--- config.mk ---
export PLATFORM = sky130hd
export DESIGN_NAME = m_msg_framer
export DESIGN_NICKNAME = d
export VERILOG_FILES = /design/src/rtl/m_msg_framer.sv
export SDC_FILE = /design/constraint.sdc
export NUM_CORES = 1
export LEC_CHECK = 0
export CORE_MARGIN = 2
export CORE_UTILIZATION = 47
export CTS_CLUSTER_DIAMETER = 60
export DETAILED_ROUTE_END_ITERATION = 12
export PLACE_DENSITY = 0.79
export SYNTH_ARGS = -nofsm -noshare
export SYNTH_HDL_FRONTEND = slang
export SYNTH_SLANG_ARGS = --single-unit
--- constraint.sdc ---
create_clock -name I_CLK -period 2.4 [get_ports I_CLK]
set_clock_uncertainty 0.2 [all_clocks]
set_input_delay 0.48 -clock I_CLK [delete_from_list [all_inputs] [get_ports I_CLK]]
set_output_delay 0.48 -clock I_CLK [all_outputs]
set_load 0.1 [all_outputs]
--- src/rtl/m_msg_framer.sv ---
// rtl/m_msg_framer.sv - header+payload frame sequencer over a byte req/ack handshake
// Optional trailing checksum transfer and check: define M_MSG_CHECKSUM_EN.
module m_msg_framer #(
    parameter int DATA_W    = 8,
    parameter int ADDR_W    = 6,
    parameter int MSG_DEPTH = 64,
    parameter int LEN_W     = 7
) (
    input  logic              I_CLK,
    input  logic              I_RESETN,
    input  logic              start,
    input  logic [LEN_W-1:0]  msg_len,
    output logic [ADDR_W-1:0] tx_raddr,
    input  logic [DATA_W-1:0] tx_rdata,
    output logic              xfer_req,
    output logic [DATA_W-1:0] xfer_data,
    input  logic              xfer_ack,
    input  logic [DATA_W-1:0] xfer_rdata,
    output logic              rx_we,
    output logic [ADDR_W-1:0] rx_waddr,
    output logic [DATA_W-1:0] rx_wdata,
    output logic [LEN_W-1:0]  rx_len,
    output logic              busy,
    output logic              done,
    output logic              chk_err
);

`ifdef M_MSG_CHECKSUM_EN
    typedef enum logic [2:0] {S_IDLE, S_HDR, S_FETCH, S_PAY, S_CSUM, S_FIN} state_t;
    localparam state_t S_TAIL = S_CSUM;
`else
    typedef enum logic [2:0] {S_IDLE, S_HDR, S_FETCH, S_PAY, S_FIN} state_t;
    localparam state_t S_TAIL = S_FIN;
`endif

    localparam logic [LEN_W-1:0]  DEPTH_LEN  = LEN_W'(MSG_DEPTH);
    localparam logic [DATA_W-1:0] DEPTH_BYTE = DATA_W'(MSG_DEPTH);

    state_t            state_q, state_d;
    logic [LEN_W-1:0]  len_q, len_d;
    logic [ADDR_W-1:0] idx_q, idx_d;
    logic [ADDR_W-1:0] tx_raddr_q, tx_raddr_d;
    logic              xfer_req_q, xfer_req_d;
    logic [DATA_W-1:0] xfer_data_q, xfer_data_d;
    logic              rx_we_q, rx_we_d;
    logic [ADDR_W-1:0] rx_waddr_q, rx_waddr_d;
    logic [DATA_W-1:0] rx_wdata_q, rx_wdata_d;
    logic [LEN_W-1:0]  rx_len_q, rx_len_d;
    logic              busy_q, busy_d;
    logic              done_q, done_d;
    logic              last_byte;
`ifdef M_MSG_CHECKSUM_EN
    logic [DATA_W-1:0] tx_csum_q, tx_csum_d;
    logic [DATA_W-1:0] rx_csum_q, rx_csum_d;
    logic              chk_err_q, chk_err_d;
`endif

    assign last_byte = ((LEN_W'(idx_q) + LEN_W'(1)) == len_q);

    always_comb begin
        state_d     = state_q;
        len_d       = len_q;
        idx_d       = idx_q;
        xfer_req_d  = xfer_req_q;
        xfer_data_d = xfer_data_q;
        rx_we_d     = 1'b0;
        rx_waddr_d  = rx_waddr_q;
        rx_wdata_d  = rx_wdata_q;
        rx_len_d    = rx_len_q;
        busy_d      = busy_q;
        done_d      = 1'b0;
`ifdef M_MSG_CHECKSUM_EN
        tx_csum_d   = tx_csum_q;
        rx_csum_d   = rx_csum_q;
        chk_err_d   = chk_err_q;
`endif
        case (state_q)
            S_IDLE: begin
                // The done cycle is already IDLE, so a start there must be dropped explicitly.
                if (start && !done_q) begin
                    len_d       = (msg_len > DEPTH_LEN) ? DEPTH_LEN : msg_len;
                    idx_d       = '0;
                    busy_d      = 1'b1;
                    xfer_req_d  = 1'b1;
                    xfer_data_d = DATA_W'(len_d);
                    state_d     = S_HDR;
`ifdef M_MSG_CHECKSUM_EN
                    tx_csum_d   = DATA_W'(len_d);
                    chk_err_d   = 1'b0;
`endif
                end
            end
            S_HDR: begin
                if (xfer_ack) begin
                    xfer_req_d = 1'b0;
                    rx_len_d   = (xfer_rdata > DEPTH_BYTE) ? DEPTH_LEN : LEN_W'(xfer_rdata);
                    state_d    = (len_q == '0) ? S_TAIL : S_FETCH;
`ifdef M_MSG_CHECKSUM_EN
                    rx_csum_d  = xfer_rdata;
`endif
                end
            end
            S_FETCH: begin
                state_d = S_PAY;
            end
            S_PAY: begin
                // First PAY cycle captures the buffer word; the request rises after it.
                if (!xfer_req_q) begin
                    xfer_data_d = tx_rdata;
                    xfer_req_d  = 1'b1;
`ifdef M_MSG_CHECKSUM_EN
                    tx_csum_d   = tx_csum_q ^ tx_rdata;
`endif
                end else if (xfer_ack) begin
                    xfer_req_d = 1'b0;
                    rx_we_d    = 1'b1;
                    rx_waddr_d = idx_q;
                    rx_wdata_d = xfer_rdata;
`ifdef M_MSG_CHECKSUM_EN
                    rx_csum_d  = rx_csum_q ^ xfer_rdata;
`endif
                    if (last_byte) begin
                        state_d = S_TAIL;
                    end else begin
                        idx_d   = idx_q + ADDR_W'(1);
                        state_d = S_FETCH;
                    end
                end
            end
`ifdef M_MSG_CHECKSUM_EN
            S_CSUM: begin
                if (!xfer_req_q) begin
                    xfer_data_d = tx_csum_q;
                    xfer_req_d  = 1'b1;
                end else if (xfer_ack) begin
                    xfer_req_d = 1'b0;
                    chk_err_d  = ((rx_csum_q ^ xfer_rdata) != '0);
                    state_d    = S_FIN;
                end
            end
`endif
            S_FIN: begin
                done_d  = 1'b1;
                busy_d  = 1'b0;
                state_d = S_IDLE;
            end
            default: begin
                state_d = S_IDLE;
            end
        endcase
        tx_raddr_d = idx_d;
    end

    always_ff @(posedge I_CLK or negedge I_RESETN) begin
        if (!I_RESETN) begin
            state_q     <= S_IDLE;
            len_q       <= '0;
            idx_q       <= '0;
            tx_raddr_q  <= '0;
            xfer_req_q  <= 1'b0;
            xfer_data_q <= '0;
            rx_we_q     <= 1'b0;
            rx_waddr_q  <= '0;
            rx_wdata_q  <= '0;
            rx_len_q    <= '0;
            busy_q      <= 1'b0;
            done_q      <= 1'b0;
`ifdef M_MSG_CHECKSUM_EN
            tx_csum_q   <= '0;
            rx_csum_q   <= '0;
            chk_err_q   <= 1'b0;
`endif
        end else begin
            state_q     <= state_d;
            len_q       <= len_d;
            idx_q       <= idx_d;
            tx_raddr_q  <= tx_raddr_d;
            xfer_req_q  <= xfer_req_d;
            xfer_data_q <= xfer_data_d;
            rx_we_q     <= rx_we_d;
            rx_waddr_q  <= rx_waddr_d;
            rx_wdata_q  <= rx_wdata_d;
            rx_len_q    <= rx_len_d;
            busy_q      <= busy_d;
            done_q      <= done_d;
`ifdef M_MSG_CHECKSUM_EN
            tx_csum_q   <= tx_csum_d;
            rx_csum_q   <= rx_csum_d;
            chk_err_q   <= chk_err_d;
`endif
        end
    end

    assign tx_raddr  = tx_raddr_q;
    assign xfer_req  = xfer_req_q;
    assign xfer_data = xfer_data_q;
    assign rx_we     = rx_we_q;
    assign rx_waddr  = rx_waddr_q;
    assign rx_wdata  = rx_wdata_q;
    assign rx_len    = rx_len_q;
    assign busy      = busy_q;
    assign done      = done_q;
`ifdef M_MSG_CHECKSUM_EN
    assign chk_err   = chk_err_q;
`else
    assign chk_err   = 1'b0;
`endif

endmodule

==> impl_metrics.yaml, run 1 <==
run_status:
  status: "completed"
setup_path:
  reg2reg_to: "tx_raddr[3]$_DFFE_PN0P_"
  setup.worst_path.end_class: "flip-flop"
  r2r_cells: 8
  r2r_start: "tx_raddr[2]$_DFFE_PN0P_"
  start_kind: "flip-flop"
  cp_data_required_time_ps: 2440
  endpoint: "tx_raddr[3]$_DFFE_PN0P_"
  rrSetupSlack_ps: 100
  critical_path.max_fanout: 10
  arrival_ps: 2340
  crit_start: "tx_raddr[2]$_DFFE_PN0P_"
  critical_path_class: "flip-flop to flip-flop"
cells_and_area:
  n_antenna_cell: 0
  nets: 319
  area_growth_pct: 37.0
  layout-drive-gt1-share_pct: 32.5
  final_cell_count_no_fill: 359
global_route:
  grtUsageMet1_pct: 26.2
  busiest_layer: "met2"
  overflow: 0
  grt_max_degree: 21
  grt_pass1_vias: 1816
  grtUsageMet2_pct: 30.8
  antenna_found_initial: 0
  grt_pass1_wl_mm: 8.38
  met3_usage_pct: 6.91
  grt_use_total_pct: 20.1
synth:
  syn_nets: 243
  synth-seq-cells: 49
  ys_warn_count: 0
  synth_cell_types: 46
  synth.largest_area_cell: "dfrtp_1"
  synth_top_area_share_pct: 52.9
  yosysMostFrequentCell: "dfrtp_1"
  synthTopCellsByArea: "dfrtp_1, mux2_2, a21oi_1, nand3b_1, nor3b_1"
  syn_area_per_cell_um2: 10.8
  async_reset_ff_share_pct: 100
  synth_edf_count: 0
  syn_inst: 215
  ys.flop_type: "dfrtp_1"
  netlist_area_um2: 2320
  netlist_top_cells_count: "dfrtp_1, a21oi_1, mux2_2, nor2_1"
  synth_seq_area_share_pct: 52.9
detailed_routing:
  dr.pass1.iters: 4
  drc: 0
  routed_via_density: 5.22
  drt_iter0_drc: 71
  antenna_left: 0
  routedWlPerCell_um: 14.0
  vias: 1873
  routed_wl_mm: 5.03
sta:
  period_needed_ps: 2300
  period_share_pct: 95.8
  fin_hold_ws_ps: 287
  setup_viol: 0
  timing.final.max_slew_violations: 0
  clock.fmax_mhz: 435
  hold_violations: 0
  rsz0062_at_grt: "yes"
floorplan:
  rows: 25
  die_area_um2: 5510
  start_util_pct: 48.8
  io_pins: 67
  coreArea_um2: 4750
  die_w_um: 74.2
  die_y_um: 74.2
place:
  dp_cells: 348
  gp_congestion: 0.809
  hpwl_mm: 3.75
  numPortBuffers: 65
job:
  maxCapViolations: 0
clock_network:
  htreeDepth: 2
  clockRootBuffer: "clkbuf_8"
  tritoncts: "done"
  clock_sinks: 49
  clock_latency_ps: 300
  cts_buffers: 5
  cts_buffer_depth: 2
  clk_pin_slew_worst_paths_ps: 90
worst_hold_path:
  hold_class: "flip-flop to flip-flop"
  hp-start: "busy$_DFFE_PN0P_"
==> kinds of logic after synthesis <==
logic type | count (synthesis) | share of synthesized area, %
flip-flops | 49 | 52.9
buffers and inverters | 26 | 4.91
AND/OR/NAND/NOR | 66 | 17.2
other | 1 | 0.162
multiplexers | 17 | 8.15
XOR/XNOR | 7 | 2.64
adder cells (fa/ha/maj) | 1 | 0.540
AO/OA/AOI/OAI | 48 | 13.5
==> state kept, by name, summed over array words and instances (netlist names) <==
| signal | count |
|---|---|
| tx_raddr | 6 |
| xfer_req | 1 |
| done | 1 |
| rx_we | 1 |
| busy | 1 |
| xfer_data | 8 |
| len_q | 7 |
| rx_len | 7 |
| rx_wdata | 8 |
| state_q | 3 |
| rx_waddr | 6 |
==> worst max-delay path: stages (launching register included) <==
cell      delay (ps)
dfrtp_4          540
buf_4            160
or3b_1           160
o211ai_1          80
a31oi_1          220
a211oi_2          70
buf_4            180
or4b_1           520
nand3_1          100
==> cell type report <==
type                    count  area, µm²
inverters                  13       48.8
multi-input cells         140        986
repair buffers             82        691
well taps                  67       83.8
clock buffers               6       82.6
fillers                   383       1580
clock inverters             2       37.5
flip-flops and latches     49       1250
==> cell usage in the layout, fill, tap and decap left out, types with 5 or more instances in the layout <==
cell	instances
dfrtp_4	5
a22o_1	5
o211ai_1	5
inv_1	12
nand3_1	7
nand2_1	12
buf_4	54
clkbuf_8	6
dfrtp_1	42
clkdlybuf4s50_1	25
o21ai_0	9
nand3b_1	7
nor2_1	13
mux2_2	15
nor3b_1	6
a21oi_1	16
==> how the worst min path moves through the flow <==
stage                              endpoint  cells past startpoint  slack (ps)
floorplan                  busy$_DFFE_PN0P_                      0         -20
global placement    rx_waddr[1]$_DFFE_PN0P_                      1         210
detailed placement  rx_waddr[1]$_DFFE_PN0P_                      1         200
CTS                        busy$_DFFE_PN0P_                      1         290
global route               busy$_DFFE_PN0P_                      1         310
finish                     busy$_DFFE_PN0P_                      1         290
==> per-stage QoR <==
step | instance area, µm² | setup TNS [ps] | util [%] | setup slack, ps
floorplan | 2350 | -155 | - | -60.3
global placement | 3030 | 0 | 63.7 | 58.6
detailed placement | 3030 | 0 | 63.7 | 19.9
CTS | 3160 | 0 | 66.4 | 81.6
global route | 3180 | -89.7 | 66.8 | -39.5
finish | 3180 | 0 | 66.8 | 99.8
==> layer usage <==
| layer | routed length [µm] | up-vias |
|---|---|---|
| li1 | - | 919 |
| met1 | 2250 | 896 |
| met2 | 2430 | 53 |
| met3 | 266 | 5 |
| met4 | 74 | 0 |
| met5 | 0 | - |
==> repair_timing <==
| action | 4_1_cts | 5_1_grt |
|---|---|---|
| buffers inserted | 0 | 2 |
| endpoints found under the hold margin | 14 | 0 |
| endpoints found under the setup margin | 0 | 5 |
| resized for setup | 0 | 1 |
| hold buffers | 1 | 0 |
Power of run 1 is not shown: default switching activity piles up to over one toggle a cycle in this logic, so the estimate is an artifact.
==> inputs of run 2 (changes only) <==
--- a/config.mk
+++ b/config.mk
@@ -13,3 +13,4 @@
 export SYNTH_ARGS = -nofsm -noshare
 export SYNTH_HDL_FRONTEND = slang
 export SYNTH_SLANG_ARGS = --single-unit
+export TNS_END_PERCENT = 50
==> results of run 2 <==
Same layout as run 1: the final DEF is identical, and so are final timing and power.
Power of run 2 is left out for the same reason.
==> inputs of run 3 (changes only) <==
--- a/config.mk
+++ b/config.mk
@@ -5,11 +5,12 @@
 export SDC_FILE = /design/constraint.sdc
 export NUM_CORES = 1
 export LEC_CHECK = 0
+export CORE_ASPECT_RATIO = 0.8
 export CORE_MARGIN = 2
 export CORE_UTILIZATION = 47
 export CTS_CLUSTER_DIAMETER = 60
 export DETAILED_ROUTE_END_ITERATION = 12
-export PLACE_DENSITY = 0.79
+export PLACE_DENSITY_LB_ADDON = 0.08
 export SYNTH_ARGS = -nofsm -noshare
 export SYNTH_HDL_FRONTEND = slang
 export SYNTH_SLANG_ARGS = --single-unit
==> run 3 against run 2 <==
Fmax up 0.56%. Wire length up 7.6%. First-iteration DRC count rose by 54%. Critical path depth decreased by 1. Utilization grew 1.7 points. Final cell count down 0.28%. Critical path type unchanged. Non-clock buffer count is 6 higher.
==> impl_metrics.yaml, run 3 (synthesis gave the netlist of run 1 again) <==
sta:
  clock.fmax_mhz: 437
  timing.final.max_slew_violations: 0
  setup_viol: 0
  setup_slack_ps: 113
  hold_violations: 0
  period_needed_ps: 2290
  fin_hold_ws_ps: 295
  period_share_pct: 95.3
global_route:
  grt_use_total_pct: 20.9
  antenna_found_initial: 0
  grtUsageMet2_pct: 31.7
  overflow: 0
  met3_usage_pct: 4.07
  grtUsageMet1_pct: 30.3
  grt_pass1_vias: 1802
  grt_pass1_wl_mm: 8.65
  busiest_layer: "met2"
  grt_max_degree: 29
detailed_routing:
  dr.pass1.iters: 4
  drc: 0
  drt_iter0_drc: 109
  routedWlPerCell_um: 15.1
  routed_via_density: 5.28
  vias: 1892
  routed_wl_mm: 5.41
  antenna_left: 0
cells_and_area:
  n_antenna_cell: 0
  area_growth_pct: 38.4
  final.fill_count: 388
  finalCoreUtilization_pct: 68.6
  final_common_cell: "buf_4"
  seq_area_um2: 1250
  nets: 325
  final_cell_count_no_fill: 358
  layout-drive-gt1-share_pct: 33.6
  multi_input_comb_area_um2: 1010
  final_cell_mix: "buf_4, dfrtp_1, clkdlybuf4s50_1"
setup_path:
  critPathBufInv: 1
  critical_path_class: "flip-flop to flip-flop"
  worstPathCellList: "nand2_1 -> o21a_1 -> or4_4 -> a211oi_4 -> buf_6 -> nand2b_1 -> o22ai_1"
  critical_path.max_fanout: 9
  slowest_stage: "or4_4"
  path_delay_family: "simple AND/OR/NAND/NOR gates"
  cp_data_required_time_ps: 2390
  setup.worst_path.end_class: "flip-flop"
  arrival_ps: 2280
  start_kind: "flip-flop"
  slowest_delay_ps: 500
floorplan:
  coreArea_um2: 4680
  die_area_um2: 5510
  start_util_pct: 49.5
  rows: 22
  die_w_um: 82.5
  io_pins: 67
  die_y_um: 66.8
place:
  numPortBuffers: 65
  post-place-ws_ps: 0.490
  gp_congestion: 0.811
  hpwl_mm: 3.89
  dp_cells: 346
job:
  maxCapViolations: 0
clock_network:
  htreeDepth: 2
  clockRootBuffer: "clkbuf_8"
  cts_buffer_depth: 2
  cts_buffers: 5
  clock_sinks: 49
  tritoncts: "done"
  clock_latency_ps: 300
  clk_pin_slew_worst_paths_ps: 90
run_status:
  status: "completed"
worst_hold_path:
  hold_class: "flip-flop to flip-flop"
-- run 3: worst paths after layout --
| path | from | endpoint | slack (ps) | depth (start not counted) |
|---|---|---|---|---|
| hold / removal | busy$_DFFE_PN0P_ | busy$_DFFE_PN0P_ | 300 | 1 |
| min in group asynchronous | I_RESETN | rx_wdata[3]$_DFFE_PN0P_ | 510 | 3 |
| hold reg to reg | busy$_DFFE_PN0P_ | busy$_DFFE_PN0P_ | 300 | 1 |
| max in group asynchronous | I_RESETN | tx_raddr[4]$_DFFE_PN0P_ | 1160 | 3 |
| setup / recovery | tx_raddr[4]$_DFFE_PN0P_ | tx_raddr[1]$_DFFE_PN0P_ | 110 | 7 |
| setup reg to reg | tx_raddr[4]$_DFFE_PN0P_ | tx_raddr[1]$_DFFE_PN0P_ | 110 | 7 |
-- run 3: what timing repair did --
item,4_1_cts,5_1_grt
resized for setup,0,5
hold buffers,1,0
setup endpoints to repair,0,6
buffers inserted,0,3
hold endpoints to repair,49,0
-- run 3: area by class of cell --
cell class                 count  area share, %
clock buffer                   8           2.81
sequential                    49           38.9
inverter                      13           1.52
tap                           60           2.34
timing repair buffer          88           23.0
multi-input combinational    140           31.5
-- run 3: layer usage --
layer | vias to the layer above | wire, µm
met5 | - | 0
met4 | 0 | 56
met3 | 10 | 223
met2 | 44 | 2490
met1 | 916 | 2640
li1 | 922 | -
-- run 3: per-stage QoR --
step | area [µm²] | setup TNS (ps)
global placement | 3060 | 0
CTS | 3160 | 0
global route | 3210 | -25.6
finish | 3210 | 0
floorplan | 2350 | -155
detailed placement | 3060 | 0
Power of run 3 is left out for the same reason.
